==> config.mk <==
export PLATFORM = sky130hd
export DESIGN_NAME = window_mac3
export DESIGN_NICKNAME = d
export VERILOG_FILES = /design/src/rtl/window_mac3.sv
export SDC_FILE = /design/constraint.sdc
export NUM_CORES = 1
export LEC_CHECK = 0
export ABC_AREA = 1
export ABC_CLOCK_PERIOD_IN_PS = 6000
export BUFFER_PORTS_ARGS = -buffer_cell sky130_fd_sc_hd__buf_2
export CORE_ASPECT_RATIO = 1.4
export CORE_MARGIN = 4
export CORE_UTILIZATION = 51
export DETAILED_ROUTE_END_ITERATION = 8
export PLACE_DENSITY = 0.65
export RECOVER_POWER = 25
export SLEW_MARGIN = 20
export SYNTH_ARGS = -nofsm -noshare
export SYNTH_HDL_FRONTEND = slang
export SYNTH_SLANG_ARGS = --single-unit
==> constraint.sdc <==
create_clock -name clk -period 6 [get_ports clk]
set_input_delay 0.6 -clock clk [delete_from_list [all_inputs] [get_ports clk]]
set_output_delay 0.6 -clock clk [all_outputs]
set_load 0.005 [all_outputs]
==> src/rtl/window_mac3.sv <==
// ============================================================================
// Module  : window_mac3
// Purpose : 3-tap windowed multiply-accumulate. Produces one saturated signed
//           result for each group of windows.
// Rev     : 1.0  initial release
// ============================================================================
`default_nettype none

module window_mac3 #(
   parameter int DAT_WIDTH = 8,
   parameter int NUM_RDATA = 3,
   parameter int ACC_WIDTH = 20,
   parameter int CNT_WIDTH = 4
) (
   input  logic                              clk,
   input  logic                              rst,
   input  logic                              wgt_wr,
   input  logic [DAT_WIDTH*NUM_RDATA-1:0]    wgt_data,
   input  logic [CNT_WIDTH-1:0]              num_acc,
   input  logic [DAT_WIDTH*NUM_RDATA-1:0]    in_data,
   input  logic                              in_data_val,
   output logic signed [ACC_WIDTH-1:0]       out_data,
   output logic                              out_data_val,
   output logic                              busy,
   output logic                              wgt_loaded,
   output logic                              sat,
   output logic                              wgt_err
);

   localparam int PROD_W = 2*DAT_WIDTH + 1;
   localparam int SUM_W  = PROD_W + $clog2(NUM_RDATA);
   localparam int EXT_W  = ((ACC_WIDTH > SUM_W) ? ACC_WIDTH : SUM_W) + 1;

   localparam logic [ACC_WIDTH-1:0] ACC_MAX   = {1'b0, {(ACC_WIDTH-1){1'b1}}};
   localparam logic [ACC_WIDTH-1:0] ACC_MIN   = {1'b1, {(ACC_WIDTH-1){1'b0}}};
   localparam logic [EXT_W-1:0]     ACC_MAX_X = {{(EXT_W-ACC_WIDTH){1'b0}}, ACC_MAX};
   localparam logic [EXT_W-1:0]     ACC_MIN_X = {{(EXT_W-ACC_WIDTH){1'b1}}, ACC_MIN};
   localparam logic [CNT_WIDTH-1:0] CNT_ONE   = {{(CNT_WIDTH-1){1'b0}}, 1'b1};

   typedef enum logic [0:0] {
      ST_IDLE  = 1'b0,
      ST_READY = 1'b1
   } state_t;

   state_t                                state_q, state_d;
   logic [DAT_WIDTH*NUM_RDATA-1:0]        wgt_q, wgt_d;
   logic [CNT_WIDTH-1:0]                  cnt_q, cnt_d;
   logic [CNT_WIDTH-1:0]                  len_q, len_d;
   logic                                  s1_vld_q, s1_vld_d;
   logic                                  s1_first_q, s1_first_d;
   logic                                  s1_last_q, s1_last_d;
   logic [NUM_RDATA-1:0][PROD_W-1:0]      prod_q, prod_d;
   logic                                  s2_vld_q, s2_vld_d;
   logic                                  s2_first_q, s2_first_d;
   logic                                  s2_last_q, s2_last_d;
   logic [SUM_W-1:0]                      sum_q, sum_d;
   logic [ACC_WIDTH-1:0]                  acc_q, acc_d;
   logic [ACC_WIDTH-1:0]                  out_q, out_d;
   logic                                  out_val_q, out_val_d;
   logic                                  sat_q, sat_d;
   logic                                  err_q, err_d;

   logic                                  busy_w;
   logic                                  accept_w;
   logic                                  first_w;
   logic                                  last_w;
   logic [CNT_WIDTH-1:0]                  len_eff_w;
   logic [CNT_WIDTH-1:0]                  len_use_w;
   logic [CNT_WIDTH-1:0]                  cnt_inc_w;
   logic [NUM_RDATA-1:0][PROD_W-1:0]      act_x_w;
   logic [NUM_RDATA-1:0][PROD_W-1:0]      wgt_x_w;
   logic [EXT_W-1:0]                      sum_x_w;
   logic [EXT_W-1:0]                      acc_x_w;
   logic [EXT_W-1:0]                      tot_x_w;

   always_comb begin
      state_d    = state_q;
      wgt_d      = wgt_q;
      cnt_d      = cnt_q;
      len_d      = len_q;
      s1_vld_d   = 1'b0;
      s1_first_d = s1_first_q;
      s1_last_d  = s1_last_q;
      prod_d     = prod_q;
      s2_vld_d   = 1'b0;
      s2_first_d = s2_first_q;
      s2_last_d  = s2_last_q;
      sum_d      = sum_q;
      acc_d      = acc_q;
      out_d      = out_q;
      out_val_d  = 1'b0;
      sat_d      = sat_q;
      err_d      = err_q;
      act_x_w    = '0;
      wgt_x_w    = '0;
      sum_x_w    = '0;
      acc_x_w    = '0;
      tot_x_w    = '0;

      busy_w    = (cnt_q != '0) | s1_vld_q | s2_vld_q;
      accept_w  = (state_q == ST_READY) && in_data_val;
      first_w   = (cnt_q == '0);
      len_eff_w = (num_acc == '0) ? CNT_ONE : num_acc;
      len_use_w = first_w ? len_eff_w : len_q;
      cnt_inc_w = cnt_q + CNT_ONE;
      last_w    = (cnt_inc_w == len_use_w);

      // A weight write while work is in flight would corrupt the open group.
      if (wgt_wr) begin
         if (busy_w) begin
            err_d = 1'b1;
         end else begin
            wgt_d   = wgt_data;
            sat_d   = 1'b0;
            state_d = ST_READY;
         end
      end

      // Stage 1: products with activation zero-extended, weight sign-extended.
      for (int i = 0; i < NUM_RDATA; i++) begin
         act_x_w[i] = {{(DAT_WIDTH+1){1'b0}}, in_data[i*DAT_WIDTH +: DAT_WIDTH]};
         wgt_x_w[i] = {{(DAT_WIDTH+1){wgt_q[i*DAT_WIDTH+DAT_WIDTH-1]}},
                       wgt_q[i*DAT_WIDTH +: DAT_WIDTH]};
      end
      if (accept_w) begin
         s1_vld_d   = 1'b1;
         s1_first_d = first_w;
         s1_last_d  = last_w;
         cnt_d      = last_w ? '0 : cnt_inc_w;
         if (first_w) begin
            len_d = len_eff_w;
         end
         for (int i = 0; i < NUM_RDATA; i++) begin
            prod_d[i] = act_x_w[i] * wgt_x_w[i];
         end
      end

      // Stage 2: sign-extended sum of the products.
      if (s1_vld_q) begin
         s2_vld_d   = 1'b1;
         s2_first_d = s1_first_q;
         s2_last_d  = s1_last_q;
         sum_d      = '0;
         for (int i = 0; i < NUM_RDATA; i++) begin
            sum_d = sum_d + {{(SUM_W-PROD_W){prod_q[i][PROD_W-1]}}, prod_q[i]};
         end
      end

      // Stage 3: accumulate in a widened domain, then clamp to ACC_WIDTH.
      if (s2_vld_q) begin
         sum_x_w = {{(EXT_W-SUM_W){sum_q[SUM_W-1]}}, sum_q};
         acc_x_w = {{(EXT_W-ACC_WIDTH){acc_q[ACC_WIDTH-1]}}, acc_q};
         tot_x_w = s2_first_q ? sum_x_w : (acc_x_w + sum_x_w);
         if ($signed(tot_x_w) > $signed(ACC_MAX_X)) begin
            acc_d = ACC_MAX;
            sat_d = 1'b1;
         end else if ($signed(tot_x_w) < $signed(ACC_MIN_X)) begin
            acc_d = ACC_MIN;
            sat_d = 1'b1;
         end else begin
            acc_d = tot_x_w[ACC_WIDTH-1:0];
         end
         if (s2_last_q) begin
            out_d     = acc_d;
            out_val_d = 1'b1;
         end
      end
   end

   always_ff @(posedge clk or posedge rst) begin
      if (rst) begin
         state_q    <= ST_IDLE;
         wgt_q      <= '0;
         cnt_q      <= '0;
         len_q      <= '0;
         s1_vld_q   <= 1'b0;
         s1_first_q <= 1'b0;
         s1_last_q  <= 1'b0;
         prod_q     <= '0;
         s2_vld_q   <= 1'b0;
         s2_first_q <= 1'b0;
         s2_last_q  <= 1'b0;
         sum_q      <= '0;
         acc_q      <= '0;
         out_q      <= '0;
         out_val_q  <= 1'b0;
         sat_q      <= 1'b0;
         err_q      <= 1'b0;
      end else begin
         state_q    <= state_d;
         wgt_q      <= wgt_d;
         cnt_q      <= cnt_d;
         len_q      <= len_d;
         s1_vld_q   <= s1_vld_d;
         s1_first_q <= s1_first_d;
         s1_last_q  <= s1_last_d;
         prod_q     <= prod_d;
         s2_vld_q   <= s2_vld_d;
         s2_first_q <= s2_first_d;
         s2_last_q  <= s2_last_d;
         sum_q      <= sum_d;
         acc_q      <= acc_d;
         out_q      <= out_d;
         out_val_q  <= out_val_d;
         sat_q      <= sat_d;
         err_q      <= err_d;
      end
   end

   assign out_data     = out_q;
   assign out_data_val = out_val_q;
   assign busy         = busy_w;
   assign wgt_loaded   = (state_q == ST_READY);
   assign sat          = sat_q;
   assign wgt_err      = err_q;

endmodule

`default_nettype wire
==> metrics.txt <==
antenna violations before repair=0; Post-Syn Nets=2,437; largest net degree at the start of global routing=about 100; Initial Util=about half; Final min period=between 4 and 5 ns; ANT nets after route=0; CP most frequent cell=inv_1; top cell type by total area after synthesis=dfrtp_1; Setup-failing EPs final=0; most frequent cells in the layout=nand2_1 (653), inv_1 (431), ha_1 (168), dfrtp_1 (152), fa_1 (130); post-synthesis sequential area ratio=24.4%; post-synth top area share=between 20% and 30%; Post-Syn Instances=between 2,000 and 2,500; via count=~13,000; Yosys reg bits=between 150 and 200; Port-buffer cells=80; Final TNS setup=0 ns; r2r endpoint=prod_q[31]; Synth cell types=38; origin of the worst min-delay path=wgt_data[10]; hold path cells=2; max incr delay on CP=between 0.5 and 0.6 ns; synthesized cell area=15,600 um2; Clock Latency Late Sink=0.45 ns; MaxCap Viol Count=1; Reg clk slew, reported paths=0.07 ns; data arrival time of the worst path=just over 5 ns; Hold-fix buffers, CTS=0; Die H=215 um; CTS Sinks=152; gate family responsible for the most delay along the worst path=adder cells; Synth Warn #=0; period utilization=between 70 and 80%; drt pass-1 iters=5; Max Fclk=between 200 and 250 MHz; # H-tree levels=4; failing checks=capacitance limit, slew limit; area grow syn2layout=7.56%; Min-Delay Endpoint=wgt_q[10]; first-pass GRT wire length=between 60,000 and 70,000 um; post-DP HPWL=around 28,000 um; Bufs and invs on worst path=6; pre-CTS WS=1.16 ns; Placer Congestion=~0.88; Die W=156 um; slew margin rel.=-165%; share of cells above drive strength 1=8.40%; Crit path required time=approximately 6.3 ns; CTS tree=done; most common cell after layout, fill and taps aside=nand2_1; io pins=approximately 80; Fin Clk Skew=0.0151 ns; final wirelength=roughly 36,000 um; vias in the first global route=between 10,000 and 15,000; CP max stage cell=fa_1; R2R depth=19; # resized after CTS=0; drc violations=0; Crit. End Element=register; Root Driver=clkbuf_16; Worst R2R Start=wgt_q[15]; DR iter-0 viols=between 500 and 600; Placeable Area=roughly 30,000 um2; Via-to-Cell Ratio=approximately 5; status=finished, violations left; # diodes=0; fillers=2,883; DR WL/cell=roughly 14 um; Hold Fails Final Rpt=0; Total GRT Usage=a little under a quarter; die area=about 33,000 um2; synth top area cells=dfrtp_1 (24%), fa_1 (17%), nand2_1 (16%), ha_1 (13%), inv_1 (10%); PnR worst setup slack=between 1 and 1.5 ns; clk buf depth=2; RSZ-0062 raised after global routing=false; Row Count=75; r2r setup slk=between 1 and 1.5 ns; startpoint types=register; Slew Limit Fails=between 100 and 150; nets@finish=approximately 2,500; Hold Crit Class=input port to register; worst-margin pin slew=3.97 ns; CP Cell Sequence=clkinv_1, or2_2, fa_1, fa_1, inv_1, fa_1, inv_1, fa_1, inv_1, ha_1, inv_1, o21ai_0, a31oi_1, inv_1, nand2_1, nand2_1, a21oi_1, xor2_1, o21ai_0; Stages on worst setup path=19; critical path class=register to register; total CTS buffers=17; Post-Syn Area per Cell=around 7.5 um2; total gr overflow=0; Max Fanout on Critical Path=10; post-CTS setup buffer count=0
==> layout make-up <==
type / count / area [um2] / share of cell area (%)
clock inverters: 12 / 118 / 0.701
repair buffers: 87 / 449 / 2.68
clock buffers: 19 / 453 / 2.70
inverters: 437 / 1640 / 9.77
multi-input cells: 1413 / 9840 / 58.6
flip-flops and latches: 152 / 3800 / 22.7
well taps: 385 / 482 / 2.87
==> state kept, by name (all words and copies together) (netlist names), 4 cells and up <==
signal	flops
acc_q	20
cnt_q	4
len_q	4
out_data	20
prod_q	51
sum_q	19
wgt_q	24
==> cell usage after synthesis <==
cell and instances:
a21oi_1 52, nor3b_1 1, inv_1 431, nor2_2 4, xor2_1 32, a22oi_1 3, nand2_2 14, mux2_2 21
inv_2 2, o21ai_0 94, buf_6 2, o31ai_1 1, clkinv_1 4, nand4_1 10, or2_2 17, fa_1 130
nor2_1 68, nand3_1 77, nand2b_1 1, a21oi_2 1, o211ai_1 1, buf_1 1, xnor2_1 7, ha_1 168
nor3_1 13, o2111ai_1 3, nand2_1 654, and2_1 1, buf_2 8, o21bai_1 10, clkbuf_1 70, o21a_1 1
dfrtp_1 152, a21o_1 3, a31oi_1 13, a211oi_1 2, a21boi_0 4, nand3b_1 7
==> worst max path at each step <==
stage	from	end	slack, ns
after floorplan	rst	acc_q[0]	1.31
after global placement	in_data[8]	prod_q[30]	1.21
after detailed placement	in_data[8]	prod_q[31]	1.16
after CTS	wgt_q[15]	prod_q[31]	1.18
after global routing	wgt_q[23]	prod_q[48]	0.83
final	wgt_q[15]	prod_q[31]	1.23
==> cells by family after synthesis <==
| group | share of synthesized area, % |
|---|---|
| buffers and inverters | 12.6 |
| AO/OA/AOI/OAI | 6.63 |
| flip-flops | 24.4 |
| AND/OR/NAND/NOR | 22.5 |
| adder cells (fa/ha/maj) | 30.1 |
| XOR/XNOR | 2.19 |
| multiplexers | 1.52 |
==> through the flow <==
stage	instance area, um2	std cells	util, %	hold WS (ns)
floorplan	15600	2083	-	0.373
global placement	16200	2474	53.9	0.433
detailed placement	16200	2474	53.9	0.448
CTS	16800	2505	55.8	0.358
global route	16800	2505	55.7	0.369
finish	16800	2505	55.7	0.373
==> per-layer routing <==
| layer | routed length [um] | global-route usage [%] | vias to the layer above |
|---|---|---|---|
| met2 | 18900 | 41.2 | 176 |
| met3 | 724 | 2.52 | 70 |
| met5 | 0 | 0 | - |
| met1 | 14900 | 26.8 | 6063 |
| met4 | 1150 | 8.70 | 0 |
| li1 | - | - | 6373 |
Power is not shown: default switching activity piles up to over one toggle a cycle in this logic, so the estimate is an artifact.
